<file path="config.mk">
export PLATFORM = sky130hd
export DESIGN_NAME = digital_tube_scan_driver
export DESIGN_NICKNAME = d
export VERILOG_FILES = /design/src/rtl/digital_tube_scan_driver.sv
export SDC_FILE = /design/constraint.sdc
export NUM_CORES = 1
export LEC_CHECK = 0
export CAP_MARGIN = 20
export CORE_MARGIN = 5
export CORE_UTILIZATION = 45
export DETAILED_ROUTE_END_ITERATION = 7
export PLACE_DENSITY = 0.7
export SLEW_MARGIN = 20
export SYNTH_ARGS = -nofsm -noshare
export SYNTH_HDL_FRONTEND = slang
export SYNTH_SLANG_ARGS = --single-unit
</file>
<file path="constraint.sdc">
create_clock -name clk -period 2.65 [get_ports clk]
set_input_delay 0.265 -clock clk [delete_from_list [all_inputs] [get_ports clk]]
set_output_delay 0.265 -clock clk [all_outputs]
set_load 0.01 [all_outputs]
</file>
<file path="src/rtl/digital_tube_scan_driver.sv">
`default_nettype none
// ============================================================================
//  Module   : digital_tube_scan_driver
//  Brief    : 8-digit seven-segment scan driver with frame-synchronous,
//             double-buffered update of data, decimal points and blanking.
//  Revision : 1.0  initial release
// ============================================================================
module digital_tube_scan_driver #(
    parameter int SCAN_DIV = 50000,
    parameter int DIGITS   = 8
) (
    input  logic        clk,
    input  logic        rst_n,
    input  logic        en,
    input  logic        load,
    input  logic [31:0] data_in,
    input  logic [7:0]  dp_in,
    input  logic [7:0]  blank_in,
    output logic [7:0]  codeout,
    output logic [7:0]  seg,
    output logic        frame_done,
    output logic        pending
);

    localparam int             PW         = $clog2(SCAN_DIV);
    localparam logic [PW-1:0]  C_LAST_CNT = PW'(SCAN_DIV - 1);
    localparam logic [2:0]     C_LAST_IDX = 3'(DIGITS - 1);

    logic [PW-1:0] presc_q, presc_d;
    logic [2:0]    idx_q, idx_d;
    logic [31:0]   act_data_q, act_data_d, stg_data_q, stg_data_d;
    logic [7:0]    act_dp_q, act_dp_d, stg_dp_q, stg_dp_d;
    logic [7:0]    act_blank_q, act_blank_d, stg_blank_q, stg_blank_d;
    logic          pending_q, pending_d;
    logic [7:0]    codeout_q, codeout_d;
    logic [7:0]    seg_q, seg_d;
    logic          frame_done_q, frame_done_d;
    logic          tick;
    logic          boundary;

    function automatic logic [6:0] hex7(input logic [3:0] v);
        case (v)
            4'h0: hex7 = 7'h3F;
            4'h1: hex7 = 7'h06;
            4'h2: hex7 = 7'h5B;
            4'h3: hex7 = 7'h4F;
            4'h4: hex7 = 7'h66;
            4'h5: hex7 = 7'h6D;
            4'h6: hex7 = 7'h7D;
            4'h7: hex7 = 7'h07;
            4'h8: hex7 = 7'h7F;
            4'h9: hex7 = 7'h6F;
            4'hA: hex7 = 7'h77;
            4'hB: hex7 = 7'h7C;
            4'hC: hex7 = 7'h39;
            4'hD: hex7 = 7'h5E;
            4'hE: hex7 = 7'h79;
            default: hex7 = 7'h71;
        endcase
    endfunction

    always_comb begin
        presc_d      = presc_q;
        idx_d        = idx_q;
        act_data_d   = act_data_q;
        act_dp_d     = act_dp_q;
        act_blank_d  = act_blank_q;
        stg_data_d   = stg_data_q;
        stg_dp_d     = stg_dp_q;
        stg_blank_d  = stg_blank_q;
        pending_d    = pending_q;
        frame_done_d = 1'b0;
        codeout_d    = 8'h00;
        seg_d        = 8'hFF;
        tick         = 1'b0;
        boundary     = 1'b0;

        if (en) begin
            tick         = (presc_q == C_LAST_CNT);
            boundary     = tick && (idx_q == C_LAST_IDX);
            presc_d      = tick ? '0 : presc_q + PW'(1);
            frame_done_d = boundary;
            if (tick) begin
                idx_d = boundary ? 3'd0 : idx_q + 3'd1;
            end

            // Display reflects the index and active bank as they stand now.
            if (!act_blank_q[idx_q]) begin
                seg_d     = ~(8'h01 << idx_q);
                codeout_d = {act_dp_q[idx_q], hex7(act_data_q[{idx_q, 2'b00} +: 4])};
            end

            if (load && boundary) begin
                act_data_d  = data_in;
                act_dp_d    = dp_in;
                act_blank_d = blank_in;
                pending_d   = 1'b0;
            end else if (load) begin
                stg_data_d  = data_in;
                stg_dp_d    = dp_in;
                stg_blank_d = blank_in;
                pending_d   = 1'b1;
            end else if (boundary && pending_q) begin
                act_data_d  = stg_data_q;
                act_dp_d    = stg_dp_q;
                act_blank_d = stg_blank_q;
                pending_d   = 1'b0;
            end
        end else begin
            presc_d = '0;
            idx_d   = 3'd0;
            // Tube is dark, so tearing is impossible: apply immediately.
            if (load) begin
                act_data_d  = data_in;
                act_dp_d    = dp_in;
                act_blank_d = blank_in;
            end else if (pending_q) begin
                act_data_d  = stg_data_q;
                act_dp_d    = stg_dp_q;
                act_blank_d = stg_blank_q;
            end
            pending_d = 1'b0;
        end
    end

    always_ff @(posedge clk or negedge rst_n) begin
        if (!rst_n) begin
            presc_q      <= '0;
            idx_q        <= 3'd0;
            act_data_q   <= 32'h0;
            act_dp_q     <= 8'h00;
            act_blank_q  <= 8'h00;
            stg_data_q   <= 32'h0;
            stg_dp_q     <= 8'h00;
            stg_blank_q  <= 8'h00;
            pending_q    <= 1'b0;
            codeout_q    <= 8'h00;
            seg_q        <= 8'hFF;
            frame_done_q <= 1'b0;
        end else begin
            presc_q      <= presc_d;
            idx_q        <= idx_d;
            act_data_q   <= act_data_d;
            act_dp_q     <= act_dp_d;
            act_blank_q  <= act_blank_d;
            stg_data_q   <= stg_data_d;
            stg_dp_q     <= stg_dp_d;
            stg_blank_q  <= stg_blank_d;
            pending_q    <= pending_d;
            codeout_q    <= codeout_d;
            seg_q        <= seg_d;
            frame_done_q <= frame_done_d;
        end
    end

    assign codeout    = codeout_q;
    assign seg        = seg_q;
    assign frame_done = frame_done_q;
    assign pending    = pending_q;

endmodule
`default_nettype wire
</file>
==> run summary, run 1 <==
Status: completed
Fillers: 1195
Total Routing Usage GR: 17.6%
Dpl hpwl: 9550 um
Reg clk slew, reported paths: 60 ps
Power Total: 5.80 mW
Num ports: 70
Cell area after synthesis: 6550 sq um
Initial Utilization: 45.4%
Syn. warnings: 0
Final Hold Vio Count: 0
Max Cap Viol: 0
Final Max Tran Viols: 0
DRC viols: 0
Fin crit share: 91.2%
Hold Crit Class: primary input to asynchronous set/reset pin
Vias in the first global route: 4635
Mapped Avg Cell Area: 12.0 sq um
Worst Path Max Fanout: 10
Global-route wire length before repair: 23400 um
Initial antenna violation count: 0
Largest family of logic cells by synthesized area: multiplexers
Vias: 4548
XOR/XNOR Fraction of Synth Area: 1.34%
Num rows: 44
Crit path DAT: 2730 ps
Nets@finish: 676
Peak supply drop: 0.508 mV
GP Congestion: 0.877
Per-cell routed wire length: 17.5 um
Final Worst Setup Slack: 234 ps
Pre-CTS setup slack: 135 ps
Initial DRC Count: 297
Max Freq: 414 MHz
Top_reg_cell synth: dfrtp_1
Unrepaired setup endpoints after global routing: false
Clock Skew: 5.35 ps
Number of routed nets with antenna violations: 0
Leakage: 3.34 nW
EDFF count, synth: 0
WL final: 14100 um
Core Region: 14400 sq um
Final std cells w/o fill: 808
Mux cell area share after synthesis: 15.3%
Syn_nets: 611
Vias per cell: 5.63
Worst EP required: 2970 ps
Die area: 17100 sq um
Longest Clk Path Bufs: 2
WS Path Type: flip-flop to flip-flop
Reg2Reg Setup Slack: 230 ps
CTS buffer count: 17
Die Span Y: 131 um
Setup TNS: 0 ps
Sequential fraction of the synthesis area: 50.9%
Largest net degree at the start of global routing: 54
Critical path capture point type: flip-flop
Pre-antenna DRT Iters: 4
Post-Syn Instances: 546
Post-synthesis register bit count: 133
Fin crit period: 2420 ps
Worst Tran Pin Value: 836 ps
Setup repair bufs after CTS: 0
Diodes inserted: 0
Port buffer count: 69
Global route overflow: 0
Startpoint types: flip-flop
Clk_lat worst skew: 420 ps
Area fraction in compound gates after synthesis: 13.8%
Inst Count DP: 775
Final setup viols: 0
Relative slew slack: 44.2%
Die width: 131 um
# H-tree levels: 4
Num Clock Sinks: 133
Pwr per Cell Area: 717 nW/um^2
Area growth syn-to-layout: 23.5%
Post-Synth Adder-Cell Area: 2.48%
Async S/R FF share, synth: 100%
Synth cell types: 56
CTS tree: yes
Clk root buf: clkbuf_16
Synth Area in Simple Gates: 12.0%
Layout cell share with drive strength beyond 1: 11.5%
==> logic make-up after synthesis <==
| logic type | count (synthesis) |
|---|---|
| AOI/OAI and AO/OA | 129 |
| xor gates and xnor gates | 10 |
| adders and majority gates | 13 |
| buffers and inverters | 52 |
| DFF | 133 |
| muxes | 75 |
| and+or+nand+nor | 134 |
==> power breakdown <==
part           leakage (nW)  internal, mW  switching (mW)
Clock                 0.308          1.76           0.874
Sequential             1.63          2.28           0.147
Combinational          1.41         0.394           0.352
Total                  3.34          4.43            1.37
==> flip-flops by register name (all words and copies together), names as in the netlist <==
register	cells
stg_data_q	32
act_blank_q	8
stg_dp_q	8
stg_blank_q	8
frame_done	1
act_data_q	32
pending	1
seg	8
codeout	8
presc_q	16
idx_q	3
act_dp_q	8
==> synthesized netlist by cell type (all sizes together), types with 2 or more instances <==
cell type / instances / share of area (%)
dfrtp: 125 / 48
mux2: 50 / 8.6
and2: 39 / 3.7
o2bb2ai: 38 / 5.1
a31oi: 36 / 3.4
clkbuf: 23 / 1.3
nand2: 22 / 1.3
nand2b: 21 / 2.0
a21oi: 19 / 1.5
buf: 17 / 2.2
nor2: 17 / 0.97
mux2i: 15 / 2.7
ha: 13 / 2.5
inv: 12 / 0.69
o22ai: 11 / 1.1
mux4: 10 / 4.0
dfstp: 8 / 3.2
o21ai: 7 / 0.53
nand3: 6 / 0.46
or3: 6 / 0.59
xor2: 6 / 0.80
nand4: 4 / 0.38
nor2b: 4 / 0.38
nor3: 4 / 0.31
xnor2: 4 / 0.53
a221oi: 3 / 0.40
nor3b: 3 / 0.34
a22oi: 2 / 0.23
and3: 2 / 0.19
and4bb: 2 / 0.38
o21a: 2 / 0.23
o21bai: 2 / 0.23
==> final cells by class <==
type	instances	area [sq um]	area share [%]
Clock buffer	18	429	5.30
Clock inverter	14	233	2.88
Inverter	12	45.0	0.557
Multi-Input combinational cell	361	2950	36.4
Sequential cell	133	3340	41.3
Tap cell	184	230	2.85
Timing Repair Buffer	86	868	10.7
==> path summary, 6_finish.rpt <==
path                                 startpoint  cells after the start                    endpoint
min                                       rst_n                      2  stg_data_q[11]$_DFFE_PN0P_
max                        idx_q[0]$_DFFE_PN0P_                      8        codeout[6]$_DFF_PN0_
min reg2reg                presc_q[0]$_DFF_PN0_                      1        presc_q[0]$_DFF_PN0_
min in group clk                       dp_in[5]                      2     stg_dp_q[5]$_DFFE_PN0P_
max reg2reg                idx_q[0]$_DFFE_PN0P_                      8        codeout[6]$_DFF_PN0_
max in group asynchronous                 rst_n                      3        idx_q[0]$_DFFE_PN0P_
==> critical path: stages, from the launching register on <==
cell	delay [ps]
dfrtp_2	500
mux4_1	620
mux2i_4	250
inv_1	120
ha_1	230
inv_1	60
nor3_1	60
a21o_1	180
a221oi_1	280
==> layer usage <==
layer  GRT usage (%)  up-vias  wire, um
li1                -     2140         -
met1            24.0     2279      6530
met2            27.1      108      6650
met3            4.63       21       737
met4            6.96        0       223
met5               0        -         0
==> layout by cell type, fill, tap and decap left out, drive strengths merged, types with 13 or more instances in the layout <==
cell | synthesis | routed
dfrtp | 125 | 125
nor2 | 17 | 17
a31oi | 36 | 36
mux2i | 15 | 15
o2bb2ai | 38 | 38
a21oi | 19 | 19
nand2 | 22 | 22
and2 | 39 | 39
nand2b | 21 | 21
clkbuf | 23 | 18
ha | 13 | 13
buf | 17 | 17
mux2 | 50 | 50
clkdlybuf4s50 | 0 | 68
==> per-stage QoR <==
stage          util (%)  hold WS [ps]  cell area [sq um]
3_5_place_dp       51.4           359               7420
4_1_cts            56.1           447               8090
5_1_grt            56.1           458               8090
6_report           56.1           425               8090
2_1_floorplan         -         -30.6               6550
3_3_place_gp       51.4           350               7420
==> repair_timing <==
item / CTS / global route
setup endpoints to repair: 0 / 2
endpoints found under the hold margin: 43 / 0
hold buffers: 1 / 0
resized for setup: 0 / 1
No activity file was read; power rests on OpenSTA's default activity.
==> inputs of run 2 (changes only) <==
- ABC_AREA: not set -> 1
- PLACE_DENSITY: 0.7 -> 0.69
==> run 2 against run 1 <==
Effect of this change:
- area after synthesis rose by 21%
- die area rose by 19%
- highest routed layer unchanged
- power rose by 1.0%
- via count rose by 61%
- final area rose by 15%
- clock power fell by 9.9%
- wire length rose by 40%
- critical path type unchanged
- non-clock buffer count rose by 5
- flip-flop and latch count did not move
- utilization fell by 2.1 points
==> run summary, run 2 <==
Status: completed
Crit path DAT: 2450 ps (-280 ps)
Reg2Reg Setup Slack: 500 ps (+270 ps)
Area growth syn-to-layout: 17.9%
Most frequent cells in the layout: nand2_1, nor2_1, a21oi_1, inv_1, dfrtp_1
DRC viols: 0 (unchanged)
Worst Path Max Fanout: 28 (+18)
Reg clk slew, reported paths: 60 ps (about the same)
Buf/Inv on CP: 3 (+1)
Post-CTS Hold Fix Bufs: 1 (unchanged)
Post-Syn Instances: 1153 (+110%)
CTS tree: yes
Core Util, Final: 54.0% (-2.1 points)
Inst Count DP: 1403 (+81%)
Longest Clk Path Bufs: 2 (unchanged)
Pre-antenna DRT Iters: 5 (+1)
Dpl hpwl: 13100 um (+37%)
Crit path depth: 13 (+5)
R2R cell count: 13 (+5)
R2r endpoint: codeout[6]$_DFF_PN0_
DP Area: 8730 sq um (+18%)
Die Span Y: 143 um (+9.2%)
Global-route wire length before repair: 33300 um (+42%)
Final setup viols: 0 (unchanged)
Post-cts resize count: 0 (unchanged)
Per-cell routed wire length: 13.8 um (-21%)
Grt peak-use layer: met2
Startpoint types: flip-flop
Die area: 20300 sq um (+19%)
CP max-delay cell: dfrtp_1
WL final: 19800 um (+40%)
Number of routed nets with antenna violations: 0 (unchanged)
Syn_nets: 1218 (+99%)
Fin crit share: 81.1% (-10 points)
Initial Utilization: 45.8% (+0.34 points)
Layout cell share with drive strength beyond 1: 9.00% (-2.5 points)
Largest area contributor in the netlist: dfrtp_1
Num ports: 70 (unchanged)
Total Routing Usage GR: 19.9% (+2.3 points)
Peak supply drop: 0.438 mV (-14%)
Hold Crit Class: primary input to asynchronous set/reset pin
Clk root buf: clkbuf_16
GP Congestion: 0.826 (-5.8%)
Largest regs: act_data_q: 32 flops, stg_data_q: 32 flops, presc_q: 16 flops
Num rows: 48 (+9.1%)
Max Cap Viol: 0 (unchanged)
Power Total: 5.86 mW (+1.0%)
Share of the synthesized area in the top cell type: 39.5% (-8.2 points)
Switching share of total power: 28.7% (+5.0 points)
Diodes inserted: 0 (unchanged)
Top_reg_cell synth: dfrtp_1
Top cells by area, synth: dfrtp_1, nand2_1, a21oi_1, nor2_1, inv_1
Synth top cells by count: nand2_1, nor2_1, a21oi_1
Die width: 143 um (+9.2%)
Reg power frac: 41.3% (-0.5 points)
Final Max Tran Viols: 0 (unchanged)
Max Freq: 465 MHz (+12%)
Most common cell after layout, fill and taps aside: nand2_1
Final std cells w/o fill: 1436 (+78%)
Comb power frac: 18.3% (+5.4 points)
NetSw: 1.68 mW (+22%)
Relative slew slack: 59.5% (+15 points)
Nets@finish: 1263 (+87%)
Post-synthesis register bit count: 133 (unchanged)
Cell area after synthesis: 7920 sq um (+21%)
Slowest stage delay, CP: 420 ps (-200 ps)
Most used cell, CP: nand2_1
WS Path Type: flip-flop to flip-flop
Top delay family on crit path: simple AND/OR/NAND/NOR gates
Unrepaired setup endpoints after global routing: false
Clock power frac: 40.4% (-4.9 points)
Reg-to-Reg Start: idx_q[0]$_DFFE_PN0P_
Clock Skew: 6.97 ps (+1.61 ps)
EDFF count, synth: 0 (unchanged)
Port buffer count: 69 (unchanged)
Critical Path End: codeout[6]$_DFF_PN0_
Worst Tran Pin Value: 607 ps (-229 ps)
Initial DRC Count: 547 (+84%)
Top-count cell post-synth: nand2_1
Final instance area: 9330 sq um (+15%)
Met3 Resource Use GR: 4.62% (-0.013 points)
Sequential fraction of the synthesis area: 42.2% (-8.8 points)
Clk_lat worst skew: 420 ps (about the same)
Fin crit period: 2150 ps (-267 ps)
CP cell instances: inv_2, nand2_1, nand2_1, nand2_1, nand3_1, nand2_1, inv_1, ha_1, inv_1, nand3_1, nand2_1, a21oi_1, nor2_1
Crit. Startpoint: idx_q[0]$_DFFE_PN0P_
Async S/R FF share, synth: 100% (unchanged)
P_int: 4.18 mW (-5.6%)
Vias per cell: 5.11 (-9.3%)
# H-tree levels: 4 (unchanged)
Synth cell types: 32 (-43%)
Vias in the first global route: 7136 (+54%)
Met1 Track Usage GR: 26.9% (+2.9 points)
Mapped Avg Cell Area: 6.87 sq um (-43%)
GR Util met2: 32.3% (+5.2 points)
Vias: 7331 (+61%)
Worst EP required: 2950 ps (-20 ps)
Core Region: 17300 sq um (+20%)
Setup TNS: 0 ps (unchanged)
Initial antenna violation count: 0 (unchanged)
Pwr per Cell Area: 628 nW/um^2 (-12%)
Setup repair bufs after CTS: 0 (unchanged)
Num Clock Sinks: 133 (unchanged)
Syn. warnings: 0 (unchanged)
Critical path capture point type: flip-flop
Final Hold Vio Count: 0 (unchanged)
CTS buffer count: 17 (unchanged)
Largest net degree at the start of global routing: 63 (+17%)
Global route overflow: 0 (unchanged)
Leakage: 4.73 nW (+41%)
run 2: logic make-up after synthesis:
family | Yosys count | synth area share [%]
fa+ha+maj | 13 | 2.05
flops | 133 | 42.2
simple gates | 568 | 28.4
xor+xnor | 2 | 0.221
buf+inv | 199 | 10.8
compound gates | 238 | 16.4
run 2: how the worst min path moves through the flow:
| stage | startpoint | end | slack, ps | cells past startpoint |
|---|---|---|---|---|
| 2_1_floorplan | rst_n | act_blank_q[0]$_DFFE_PN0P_ | -30 | 0 |
| 3_3_place_gp | rst_n | presc_q[6]$_DFF_PN0_ | 150 | 1 |
| 3_5_place_dp | rst_n | presc_q[7]$_DFF_PN0_ | 150 | 1 |
| 4_1_cts | rst_n | presc_q[7]$_DFF_PN0_ | 240 | 2 |
| 5_1_grt | rst_n | presc_q[6]$_DFF_PN0_ | 260 | 2 |
| 6_report | rst_n | presc_q[6]$_DFF_PN0_ | 250 | 2 |
run 2: through the flow:
stage	setup WS (ps)	hold slack [ps]
global placement	585	149
CTS	520	244
detailed placement	533	149
finish	501	250
global route	216	264
floorplan	692	-30.6
run 2: final cells by class:
class | instances | area, sq um
repair buffers | 91 | 901
well taps | 225 | 282
clock buffers | 23 | 488
flip-flops and latches | 133 | 3340
clock inverters | 9 | 100
inverters | 134 | 503
fillers | 1700 | 7960
multi-input cells | 821 | 3720
run 2: layer usage:
| layer | vias up | share of wire (%) |
|---|---|---|
| li1 | 3667 | - |
| met1 | 3451 | 47 |
| met2 | 191 | 46 |
| met3 | 22 | 5.8 |
| met4 | 0 | 1.4 |
| met5 | - | 0 |
run 2: power by group through the flow:
stage / Clock [mW] / Combinational [mW] / Sequential, mW
finish: 2.37 / 1.07 / 2.42
global route: 2.49 / 1.22 / 2.45
CTS: 2.41 / 1.08 / 2.42
detailed placement: 0 / 1.07 / 2.45
global placement: 0 / 1.05 / 2.45
floorplan: 0 / 0.733 / 2.41
